===== src/rtl/flash_sample_sequencer.sv =====
// Plays 16-bit samples from 32-bit flash words over a valid/ready port, one Avalon read per word.
// Define FLASH_SEQ_REVERSE_EN to honour `dir` (reverse address walk and high-half-first samples).
module flash_sample_sequencer #(
    parameter int ADDR_W = 23,
    parameter int DATA_W = 32
) (
    input  logic              clk,
    input  logic              reset,
    input  logic              start,
    input  logic              stop,
    input  logic              loop,
    input  logic              dir,
    input  logic [ADDR_W-1:0] start_addr,
    input  logic [ADDR_W-1:0] end_addr,
    output logic              busy,
    output logic              done,
    output logic              flash_mem_read,
    output logic [ADDR_W-1:0] flash_mem_address,
    input  logic              flash_mem_waitrequest,
    input  logic [DATA_W-1:0] flash_mem_readdata,
    input  logic              flash_mem_readdatavalid,
    output logic [3:0]        flash_mem_byteenable,
    output logic [6:0]        flash_mem_burstcount,
    output logic [15:0]       sample,
    output logic              sample_valid,
    input  logic              sample_ready
);
    typedef enum logic [2:0] {
        S_IDLE, S_REQ, S_WAIT_DATA, S_EMIT_A, S_EMIT_B, S_ADV
    } state_t;

    state_t            state_q, state_d;
    logic [ADDR_W-1:0] addr_q, addr_d, start_q, start_d, end_q, end_d;
    logic              loop_q, loop_d, abort_q, abort_d;
    logic              busy_q, busy_d, done_q, done_d, read_q, read_d, valid_q, valid_d;
    logic [15:0]       sample_q, sample_d, hold_q, hold_d;
    logic              abort_now, at_end;
    logic [ADDR_W-1:0] addr_next;
    logic [15:0]       rd_first, rd_second;

    assign abort_now = abort_q | stop;
    assign at_end    = (addr_q == end_q);

`ifdef FLASH_SEQ_REVERSE_EN
    logic dir_q, dir_d;

    always_comb begin
        dir_d = dir_q;
        if (state_q == S_IDLE && start) dir_d = dir;
    end

    always_ff @(posedge clk or posedge reset) begin
        if (reset) dir_q <= 1'b0;
        else       dir_q <= dir_d;
    end

    assign addr_next = dir_q ? addr_q - ADDR_W'(1) : addr_q + ADDR_W'(1);
    assign rd_first  = dir_q ? flash_mem_readdata[31:16] : flash_mem_readdata[15:0];
    assign rd_second = dir_q ? flash_mem_readdata[15:0]  : flash_mem_readdata[31:16];
`else
    logic unused_dir;
    assign unused_dir = dir;
    assign addr_next  = addr_q + ADDR_W'(1);
    assign rd_first   = flash_mem_readdata[15:0];
    assign rd_second  = flash_mem_readdata[31:16];
`endif

    always_ff @(posedge clk or posedge reset) begin
        if (reset) state_q <= S_IDLE;
        else       state_q <= state_d;
    end

    // An abort in REQ/WAIT_DATA still lets the Avalon transaction finish.
    always_comb begin
        state_d = state_q;
        case (state_q)
            S_IDLE:      if (start) state_d = S_REQ;
            S_REQ:       if (!flash_mem_waitrequest) state_d = S_WAIT_DATA;
            S_WAIT_DATA: if (flash_mem_readdatavalid) state_d = abort_now ? S_IDLE : S_EMIT_A;
            S_EMIT_A: begin
                if (abort_now)         state_d = S_IDLE;
                else if (sample_ready) state_d = S_EMIT_B;
            end
            S_EMIT_B: begin
                if (abort_now)         state_d = S_IDLE;
                else if (sample_ready) state_d = S_ADV;
            end
            S_ADV: begin
                if (abort_now)             state_d = S_IDLE;
                else if (!at_end || loop_q) state_d = S_REQ;
                else                       state_d = S_IDLE;
            end
            default: state_d = S_IDLE;
        endcase
    end

    always_comb begin
        addr_d   = addr_q;
        start_d  = start_q;
        end_d    = end_q;
        loop_d   = loop_q;
        sample_d = sample_q;
        hold_d   = hold_q;
        done_d   = 1'b0;
        abort_d  = (state_q != S_IDLE) && abort_now;
        busy_d   = (state_d != S_IDLE);
        read_d   = (state_d == S_REQ);
        valid_d  = (state_d == S_EMIT_A) || (state_d == S_EMIT_B);
        case (state_q)
            S_IDLE: begin
                if (start) begin
                    start_d = start_addr;
                    end_d   = end_addr;
                    loop_d  = loop;
                    addr_d  = start_addr;
                end
            end
            S_WAIT_DATA: begin
                if (flash_mem_readdatavalid) begin
                    sample_d = rd_first;
                    hold_d   = rd_second;
                end
            end
            S_EMIT_A: if (!abort_now && sample_ready) sample_d = hold_q;
            // done lands in the ADV cycle that decides to return to IDLE
            S_EMIT_B: if (!abort_now && sample_ready && at_end && !loop_q) done_d = 1'b1;
            S_ADV: begin
                if (!abort_now) begin
                    if (!at_end)    addr_d = addr_next;
                    else if (loop_q) addr_d = start_q;
                end
            end
            default: ;
        endcase
    end

    always_ff @(posedge clk or posedge reset) begin
        if (reset) begin
            addr_q   <= '0;
            start_q  <= '0;
            end_q    <= '0;
            loop_q   <= 1'b0;
            abort_q  <= 1'b0;
            busy_q   <= 1'b0;
            done_q   <= 1'b0;
            read_q   <= 1'b0;
            valid_q  <= 1'b0;
            sample_q <= '0;
            hold_q   <= '0;
        end else begin
            addr_q   <= addr_d;
            start_q  <= start_d;
            end_q    <= end_d;
            loop_q   <= loop_d;
            abort_q  <= abort_d;
            busy_q   <= busy_d;
            done_q   <= done_d;
            read_q   <= read_d;
            valid_q  <= valid_d;
            sample_q <= sample_d;
            hold_q   <= hold_d;
        end
    end

    assign busy                 = busy_q;
    assign done                 = done_q;
    assign flash_mem_read       = read_q;
    assign flash_mem_address    = addr_q;
    assign flash_mem_byteenable = 4'b1111;
    assign flash_mem_burstcount = 7'd1;
    assign sample               = sample_q;
    assign sample_valid         = valid_q;
endmodule


===== config.mk =====
export PLATFORM = sky130hd
export DESIGN_NAME = flash_sample_sequencer
export DESIGN_NICKNAME = d
export VERILOG_FILES = /design/src/rtl/flash_sample_sequencer.sv
export SDC_FILE = /design/constraint.sdc
export NUM_CORES = 1
export LEC_CHECK = 0
export CORE_ASPECT_RATIO = 0.5
export CORE_MARGIN = 2
export CORE_UTILIZATION = 23
export CTS_CLUSTER_DIAMETER = 150
export DETAILED_ROUTE_END_ITERATION = 10
export GPL_ROUTABILITY_DRIVEN = 1
export GPL_TIMING_DRIVEN = 0
export MAX_ROUTING_LAYER = met4
export PLACE_DENSITY = 0.41
export SKIP_CTS_REPAIR_TIMING = 1
export SLEW_MARGIN = 10
export SYNTH_ARGS = -nofsm -noshare
export SYNTH_HDL_FRONTEND = slang
export SYNTH_SLANG_ARGS = --single-unit

===== constraint.sdc =====
create_clock -name clk -period 8.4 [get_ports clk]
set_input_delay 2.1 -clock clk [delete_from_list [all_inputs] [get_ports clk]]
set_output_delay 2.1 -clock clk [all_outputs]
set_load 0.01 [all_outputs]

---- After elaboration in Yosys (flattened, before gate mapping) ----
Cells that the tools add are included.
W data, S select, Z words.
word-level totals
  flip-flop bits (word level) ............. 110
  output and inout bits ................... 54
operators by class
  add/subtract/negate cells ............... 1
  equal/unequal tests ..................... 14
  multiplexer cells ....................... 21
  bitwise logic cells ..................... 1
  reduce and logical (&&, ||, !) cells .... 18
operators with widths
  operator                 count
  $mux W23                 4
  $pmux W23 S2             1
  $mux W16                 2
  $pmux W16 S2             1
  $add A23 B1 Y23 const B  1
  $eq A23 B23 Y1           1
  $mux W3                  7
  $pmux W3 S6              1
  $eq A3 B2 Y1 const B     3
  $eq A3 B3 Y1 const B     3
  $ne A2 B2 Y1 const B     4
  $eq A3 B1 Y1 const B     2
  $reduce_bool A3 Y1       2
  $logic_and A1 B1 Y1      4
  $mux W1                  4
  $reduce_and A2 Y1        2
  $reduce_and A4 Y1        1
  $reduce_bool A2 Y1       2
  $logic_not A1 Y1         3
  $logic_not A3 Y1         1
  $ne A3 B3 Y1 const B     1
  $reduce_and A3 Y1        1
  $logic_or A1 B1 Y1       2
  $mux W2                  1
  $or A1 B1 Y1             1

---- Depth between registers and ports, before layout ----
Gate-level depths: netlist of run 1.
  depth in word-level cells ............... 8
  depth in mapped cells ................... 9
  mapped depth without buffers ............ 7

---- Worst setup path before layout of run 1 ----
No wires, ideal clock.
  path kind ............................... input to register
  start ................................... input stop
  end ..................................... register addr_q[11] (netlist: flash_mem_address[11])
  setup time .............................. 0.090 ns
  data arrival time ....................... 3.272 ns
  required time ........................... 8.310 ns
  slack ................................... 5.038 ns
  cell stages on the path ................. 5
  buffers on the path ..................... 0
  cell sequence ........................... nor2_1 a21oi_1 a31o_2 or4_1 o221ai_1
between the ends
  cells in the longest elaborated chain, start to end .. 3
ends and longest elaborated chain
  item                                RTL line  RTL
  start: declaration                  10        input logic stop,
  $or A1 B1 Y1                        41        assign abort_now = abort_q | stop;
  $ne A2 B2 Y1 (no source line)       -
  $reduce_and A4 Y1 (no source line)  -
  end signal: assignment              151       addr_q <= addr_d;
  end: declaration                    33        logic [ADDR_W-1:0] addr_q, addr_d, start_q, start_d, end_q, end_d;
Every way passes these cells.
A chain may end at the register's enable or synchronous reset.

---- Worst setup path after layout of run 1 ----
  start ................................... input start
  end ..................................... register addr_q[18] (netlist: flash_mem_address[18])
between the ends
  cells in the longest elaborated chain, start to end .. 2
ends and longest elaborated chain
  item                                RTL line  RTL
  start: declaration                  9         input logic start,
  $ne A2 B2 Y1 (no source line)       -
  $reduce_and A4 Y1 (no source line)  -
Every way passes these cells.

==> results_dict.tcl, run 1 <==
set metrics [dict create \
    dpl-instance-area_um2 7362 \
    p_total_uw 2476 \
    path_max_fanout 10 \
    ys_top_cells_by_area "dfrtp_1, nand2_1, mux2_2, mux2i_1, xnor2_1" \
    clock_skew_ps 10.35 \
    netlist_area_um2 5620 \
    setup_tns_ps 0 \
    root_buffer "clkbuf_16" \
    final.min_clock_period_ps 4205 \
    antenna_found_initial 0 \
    grt_pass1_vias 5092 \
    dp.cells 1053 \
    fmax_mhz 237.8 \
    hold_ws_ps 478.8 \
    cp.required_ps 8680 \
    vias_per_cell 4.519 \
    clk_pin_slew_ps 70 \
    drtIter0Drc 246 \
    rrSetupSlack_ps 5710 \
    fin_cells 1069 \
    synthArstFlopShare_pct 100.0 \
    track_usage_pct 15.75 \
    p_switching_uw 940.3 \
    critPathCapture "flash_mem_address[18]" \
    ff2ff_path_depth 9 \
    grt_max_degree 76 \
    core-area_um2 23970 \
    p_clk_share_pct 19.2 \
    routed_wl_um 18950 \
    status "complete, no violations" \
    regToRegStartpoint "flash_mem_address[7]" \
    cp-end-kind "register" \
    die_area_um2 25780 \
    die_h_um 114.5 \
    leakage_uw 0.003371 \
    numCtsBuffers 9 \
    syn_inst 600 \
    gp_congestion 0.8059 \
    switching_share_pct 37.98 \
    ant_nets 0 \
    startpoint "start" \
    worstSkewPairLatency_ps 360 \
    synth-edff-count 0 \
    r2r-end "flash_mem_address[8]" \
    clock-sinks 110 \
    worstPathArrival_ps 4480 \
    synth_flop_cell "dfrtp_1" \
    cts_tree "built" \
    num_io_pins 141 \
    hpwl_um 13820 \
    grt_pass1_wl_um 29540 \
    htreeDepth 3 \
    synth-seq-cells 110 \
    drv_slew 0 \
    path_class "input port to register" \
    cap_violations 0 \
    p_int_uw 1536 \
    power.density_nw_per_um2 322.2 \
    synth_seq_area_share_pct 48.98 \
    drc 0 \
    first_pass_iters 5 \
    yosysWarnings 0 \
    initial_core_util_pct 23.44 \
    hold_class "register to register" \
    start_kind "input port" \
    yosys.area.top_type "dfrtp_1" \
    antennaDiodeCount 0 \
    finalInstanceArea_um2 7685 \
    avgSynthCellArea_um2 9.367 \
    setup_viol 0 \
    period_share_pct 50.06 \
    tightest_slew_ps 826.9 \
    grt.overflow.total 0 \
    rsz0062_at_grt "no" \
    portBuffers 128 \
    ir_worst_vdd_v 0.00009888 \
    cts_buffer_depth 2 \
    row_count 40 \
    maxSlewHeadroom_pct 44.87 \
    p_comb_share_pct 39.8 \
    nets 837 \
    syn_to_final_growth_pct 36.73 \
    pwr-share-seq_pct 41.0 \
    yosysTopAreaCellShare_pct 48.98 \
    synth_cell_types 64 \
    hold_viol 0 \
    die_x_um 225.1 \
    wl_per_cell_um 17.72 \
    vias 4831 \
    layout-drive-gt1-share_pct 9.814 \
]
cells in the mapped netlist (3+ instances only):
cell	instances
and2_1	6
nand4_1	8
o211ai_1	3
nand2_1	177
or4_1	3
nand3_1	16
o21ai_0	27
o221ai_2	3
clkbuf_1	26
a2111oi_0	4
dfrtp_1	110
a41oi_1	3
mux2_2	19
a22o_1	3
nor2_1	20
a221oi_1	5
xor2_1	11
mux2i_1	20
a21oi_1	9
o22ai_1	4
buf_4	13
a31oi_1	11
xnor2_1	19
inv_1	10
buf_2	7
and3_1	4
nor3_1	7
routing by layer:
| layer | track usage [%] | vias up | wire, µm |
|---|---|---|---|
| met5 | - | - | 0 |
| met4 | 3.576 | 0 | 157 |
| met3 | 3.285 | 10 | 776 |
| met2 | 25.70 | 101 | 9109 |
| met1 | 20.19 | 2369 | 8904 |
| li1 | - | 2351 | - |
worst min-delay path by stage:
stage,from,to,slack (ps),cells past startpoint
floorplan,abort_q,state_q[2],440,1
global placement,start_q[20],start_q[20],460,2
detailed placement,start_q[15],start_q[15],460,2
CTS,start_q[1],start_q[1],480,2
global route,start_q[20],start_q[20],500,2
finish,start_q[3],start_q[3],480,2
critical path, stage by stage:
cell             delay, ps
clkdlybuf4s50_1        510
nor4b_1                350
clkbuf_1               610
clkbuf_1               630
nand2_1                170
o211ai_1               110
cells by family (layout without fill, tap and decap cells):
group / after synthesis / after routing / synth area share, %
adders and majority gates: 1 / 1 / 0.2226
DFF: 110 / 110 / 48.98
xor gates and xnor gates: 30 / 30 / 4.675
AOI/OAI and AO/OA: 97 / 97 / 12.58
and+or+nand+nor: 263 / 263 / 20.88
muxes: 39 / 39 / 7.369
other: 2 / 11 / 0.1336
buffers and inverters: 58 / 203 / 5.165
layout make-up:
| class | instances | area [µm²] |
|---|---|---|
| inverter | 10 | 42.54 |
| tap | 315 | 394.1 |
| timing repair buffer | 129 | 1309 |
| buffer | 48 | 252.7 |
| clock inverter | 7 | 97.59 |
| clock buffer | 9 | 225.2 |
| multi-input combinational | 441 | 2611 |
| sequential | 110 | 2753 |
| fill | 2517 | 16290 |
stage by stage:
step	util (%)	worst slack, ps
floorplan	-	3398
global placement	30.57	1181
detailed placement	30.71	3788
CTS	32.06	4164
global route	32.06	3954
finish	32.06	4195
power by group through the flow:
stage | Combinational [µW] | Clock, µW | Sequential (µW)
5_1_grt | 1110 | 512 | 1060
4_1_cts | 1000 | 496 | 1020
2_1_floorplan | 549 | 0 | 995
3_5_place_dp | 997 | 0 | 1030
6_report | 986 | 475 | 1010
3_3_place_gp | 991 | 0 | 1030
cells in the final DEF (no fill, tap or decap), types with 5 or more instances in the layout:
cell and count:
a21oi_1 9, a221oi_1 5, a31oi_1 11, and2_1 6, buf_2 7, buf_4 13, clkbuf_1 26, clkbuf_16 9
clkdlybuf4s50_1 128, conb_1 11, dfrtp_1 110, inv_1 9, mux2_2 19, mux2i_1 20, nand2_1 177, nand3_1 16
nand4_1 8, nor2_1 20, nor3_1 7, o21ai_0 27, xnor2_1 19, xor2_1 11
state kept, by name, indices dropped and copies added, names as in the netlist:
name and cells:
abort_q 1, busy 1, done 1, end_q 23
flash_mem_address 23, flash_mem_read 1, hold_q 16, loop_q 1
sample 16, sample_valid 1, start_q 23, state_q 3
No activity file was read; power rests on OpenSTA's default activity.
==> inputs of run 2 (changes only) <==
clock period = 4.4 ns   (was 8.4 ns; I/O delays follow)
==> results of run 2 <==
Same layout as run 1 (identical final DEF). Status: complete, no violations.
Main changes from that run: setup slack after placement 3788 ps -> 788.2 ps; setup slack after layout 4195 ps -> 1195 ps; register-to-register setup slack 5710 ps -> 1710 ps; total power 2476 µW -> 4727 µW; worst IR drop on VDD 0.00009888 V -> 0.0001888 V
==> inputs of run 3 (changes only) <==
PLACE_DENSITY = 0.42   (was 0.41)
clock period = 2.7 ns   (was 4.4 ns; I/O delays follow)
==> run 3 against run 2 <==
  * Register-to-register slack got worse by 1600 ps
  * Final cell count about the same
  * Non-clock buffer count up 1
  * Routed wire length rose by 1.1%
  * Cell area grew 0.33%
  * First-iteration DRC count up 4.9%
  * Clock power up 59%
  * Clock-buffer cell count is 1 higher
  * Critical endpoint unchanged
  * Largest cell class unchanged
  * Largest power group unchanged
==> results_dict.tcl, run 3 (synthesized netlist as in run 1, its figures left out) <==
set metrics [dict create \
    rsz0062_at_grt "no" \
    path_buf_inv 2 \
    p_switching_uw 2948 \
    startpoint "stop" \
    grt.overflow.total 0 \
    fin_cells 1070 \
    min_to "state_q[2]" \
    final.min_clock_period_ps 2561 \
    status "complete, no violations" \
    tightest_slew_ps 746.9 \
    hold_viol 0 \
    setup_ws_ps 139.2 \
    hold_class "register to register" \
    slowest_stage "clkdlybuf4s50_1" \
    power.density_nw_per_um2 994.4 \
    layout-drive-gt1-share_pct 10.73 \
    worstPathCellList "clkdlybuf4s50_1 > nor2_1 > a21oi_1 > a31oi_1 > buf_2 > nand2_1 > o211ai_1" \
    clock-sinks 110 \
    numCtsBuffers 9 \
    hpwl_um 14210 \
    min_from "abort_q" \
    antennaDiodeCount 0 \
    die_area_um2 25780 \
    p_comb_share_pct 39.7 \
    nets 838 \
    pwr-share-seq_pct 41.5 \
    cp.required_ps 2980 \
    gp_congestion 0.7948 \
    vias 4848 \
    htreeDepth 3 \
    drtIter0Drc 258 \
    grt_pass1_vias 5058 \
    switching_share_pct 38.45 \
    crit_family "buffers and inverters" \
    first_pass_iters 7 \
    max_stage_delay_ps 460 \
    clock_skew_ps 11.34 \
    cts_tree "built" \
    clk_pin_slew_ps 80 \
    wl_per_cell_um 17.90 \
    p_clk_share_pct 18.8 \
    vias_per_cell 4.531 \
    layout_common_cells "nand2_1, clkdlybuf4s50_1, dfrtp_1, o21ai_0, clkbuf_1" \
    dp.cells 1055 \
    p_int_uw 4719 \
    drc 0 \
    num_io_pins 141 \
    ff2ff_path_depth 6 \
    fmax_mhz 390.5 \
    worstPathArrival_ps 2840 \
    place_ws_ps -492.1 \
    cap_violations 0 \
    core-area_um2 23970 \
    start_kind "input port" \
    leakage_uw 0.003397 \
    cp-end-kind "register" \
    hold_ws_ps 477.3 \
    utilization_pct 32.16 \
    worstSkewPairLatency_ps 370 \
    regToRegStartpoint "state_q[1]" \
    cts_buffer_depth 2 \
    grt_max_degree 35 \
    path_class "input port to register" \
    path_max_fanout 10 \
    period_share_pct 94.84 \
    ir_worst_vdd_v 0.0003297 \
    initial_core_util_pct 23.44 \
    r2r-end "flash_mem_address[18]" \
    antenna_found_initial 0 \
    track_usage_pct 15.95 \
    setup_viol 0 \
    grt_pass1_wl_um 29720 \
    rrSetupSlack_ps 150 \
    die_x_um 225.1 \
    syn_to_final_growth_pct 37.18 \
    ant_nets 0 \
    mostFrequentLayoutCell "nand2_1" \
    drv_slew 0 \
    root_buffer "clkbuf_16" \
    maxSlewHeadroom_pct 50.21 \
    routed_wl_um 19150 \
    holdPathStages 1 \
    row_count 40 \
    portBuffers 128 \
    die_h_um 114.5 \
]
run 3: cell types whose count changed in the layout (fill, tap and decap cells not counted):
cell,before,now
nor4b_1,1,0
clkbuf_8,0,1
inv_6,2,1
buf_12,0,3
bufinv_16,2,1
clkbuf_2,0,4
clkbuf_1,26,21
nor4b_2,0,1
clkinvlp_4,2,1
clkinv_4,1,3
buf_16,1,0
run 3: area by class of cell:
class	count	area, µm²
fillers	2479	16260
flip-flops and latches	110	2753
multi-input cells	441	2618
repair buffers	131	1341
well taps	315	394.1
plain buffers	47	254.0
clock buffers	10	239.0
clock inverters	6	70.07
inverters	10	41.29
run 3: power groups by stage:
| stage | combinational, µW | clock [µW] | sequential [µW] |
|---|---|---|---|
| 3_3_place_gp | 3070 | 0 | 3190 |
| 6_report | 3050 | 1440 | 3180 |
| 5_1_grt | 3400 | 1560 | 3310 |
| 2_1_floorplan | 1710 | 0 | 3100 |
| 3_5_place_dp | 3100 | 0 | 3210 |
| 4_1_cts | 3110 | 1500 | 3180 |
run 3: worst max path at each step:
stage,to,depth (start not counted)
after detailed placement,flash_mem_address[18],6
after floorplan,flash_mem_address[2],8
after global placement,end_q[17],2
final,flash_mem_address[18],7
after CTS,flash_mem_address[18],6
after global routing,flash_mem_address[8],8
run 3: layer usage:
layer  part of all wire, %  global-route usage, %  routed length [µm]
met5                     0                      -                   0
met4                   1.2                  4.415                 238
met3                   4.5                  3.516                 861
met1                    46                  20.14                8847
met2                    48                  25.88                9202
run 3: metrics by stage:
stage | power [µW] | cell area, µm² | TNS, ps
final | 7666 | 7710 | 0
after global routing | 8277 | 7710 | 0
after CTS | 7791 | 7702 | -1004
after detailed placement | 6307 | 7393 | -16940
after global placement | 6264 | 7333 | -87170
after floorplan | 4804 | 5658 | 0
==> edit (flow settings as in run 2) <==
Build with the macro `FLASH_SEQ_REVERSE_EN` defined.
--- a/src/rtl/flash_sample_sequencer.sv
+++ b/src/rtl/flash_sample_sequencer.sv
@@ -1,5 +1,7 @@
 // Plays 16-bit samples from 32-bit flash words over a valid/ready port, one Avalon read per word.
 // Define FLASH_SEQ_REVERSE_EN to honour `dir` (reverse address walk and high-half-first samples).
+`define FLASH_SEQ_REVERSE_EN
+
 module flash_sample_sequencer #(
     parameter int ADDR_W = 23,
     parameter int DATA_W = 32
Formal check against the unedited RTL: not equivalent (a bounded check fails within 4 cycles, from zero or initial values and one cycle with reset high).
==> edit against run 2 <==
Critical path depth is 6 higher; cell area up 12%; setup slack worse by 0.88 ns; global-route usage fell by 0.92 points; sequential cell count up 1; area after synthesis is 15% higher; wire length is 9.0% higher; total power is 32% higher; largest cell class is now multi-input combinational cells; highest routed layer unchanged.
==> edit: results <==
metrics = {
    "setup_path": {
        "worst_path_largest_cell_delay_ns": 0.69,
        "r2r-end": "flash_mem_address[20]$_DFFE_PP0P_",
        "critPathKind": "flip-flop to flip-flop",
        "endpoint_kind": "flip-flop",
        "cp_max_fo": 22,
        "critPathSlowestCell": "dfrtp_2",
        "r2r_cells": 12,
        "r2r_start": "dir_q$_DFFE_PP0P_",
    },
    "global_routing": {
        "grt_max_degree": 73,
        "grt_util_all_layers_pct": 14.8,
        "grt_pass1_vias": 5401,
        "grt_pass1_wl_um": 31500,
    },
    "power_and_ir_drop": {
        "p_int_mw": 3.64,
        "power_leakage_nw": 3.64,
        "pg_comb_mw": 3.42,
        "seq_power_mw": 1.94,
        "vdd_ir_drop_max_mv": 0.213,
    },
    "clocking": {
        "h-tree-depth": 3,
        "cts_max_path_buffers": 2,
        "path_clk_slew_ns": 0.09,
    },
    "synthesis": {
        "yosysSeqAreaShare_pct": 43.1,
        "synth_flop_cell": "dfrtp_1",
        "synthTopCellsByArea": "dfrtp_1 (43%), mux2_2 (7.3%), mux2i_1 (6.7%), nand2_1 (4.2%), ha_1 (4.1%)",
        "ys_types": 55,
        "ys_top_cells_by_count": "dfrtp_1 (111), nand2_1 (72), nor2_1 (62), o21ai_0 (48), a21oi_1 (47)",
        "postSynthAreaPerCell_um2": 9.64,
    },
    "worst_hold_path": {
        "min_from": "sample[0]$_DFFE_PP0P_",
    },
    "timing": {
        "period_needed_ns": 4.08,
        "tightest_slew_ns": 0.849,
    },
    "status": {
        "status": "complete, no violations",
    },
    "placement": {
        "place_hpwl_um": 15300,
        "dpl.cell_count": 1189,
        "io_buffers": 129,
        "place_congestion": 0.839,
        "place_ws_ns": -0.284,
        "place_area_um2": 8280,
    },
    "layout": {
        "fillers": 2943,
        "layout.nets": 927,
        "drive_gt1_share_pct": 10.1,
        "final_cell_count_no_fill": 1205,
    },
    "routing": {
        "wl_um": 20700,
        "drtIter0Drc": 233,
        "viasPerCell": 4.45,
        "dr.pass1.iters": 4,
    },
}
[edit: routing by layer]
| metal | share of wire [%] | vias up | global-route usage (%) |
|---|---|---|---|
| met2 | 50 | 106 | 25.1 |
| met1 | 46 | 2610 | 18.3 |
| met5 | 0 | - | - |
| met4 | 0.63 | 0 | 3.07 |
| met3 | 3.5 | 8 | 3.31 |
| li1 | - | 2641 | - |
[edit: critical path, delay by kind of cell, from the launching register on]
family                     cells  cell delay, ns
buffers and inverters          3            1.11
and+or+nand+nor                2            0.36
adders and majority gates      1            0.47
AOI/OAI and AO/OA              6            1.33
DFF                            1            0.69
[edit: through the flow]
step	total power, mW	hold WS [ns]
floorplan	4.22	0.480
global placement	5.38	0.469
detailed placement	5.42	0.475
CTS	6.34	0.494
global route	6.79	0.513
finish	6.25	0.484
[edit: cells by family (layout without fill, tap and decap cells)]
logic type / after synthesis / after routing / share of synthesized area [%]
AO/OA/AOI/OAI: 163 / 163 / 16.1
XOR/XNOR: 41 / 41 / 5.57
adder cells (fa/ha/maj): 22 / 22 / 4.39
buffers and inverters: 63 / 209 / 4.43
flip-flops: 111 / 111 / 43.1
multiplexers: 85 / 85 / 14.0
other: 2 / 11 / 0.117
AND/OR/NAND/NOR: 181 / 181 / 12.2
[edit: layout make-up]
type | instances | area, um^2 | share of cell area (%)
Timing Repair Buffer | 130 | 1320 | 15.4
Sequential cell | 111 | 2780 | 32.4
Multi-Input combinational cell | 503 | 3410 | 39.7
Clock buffer | 10 | 239 | 2.78
Inverter | 15 | 61.3 | 0.714
Buffer | 48 | 230 | 2.68
Tap cell | 382 | 478 | 5.57
Clock inverter | 6 | 67.6 | 0.787
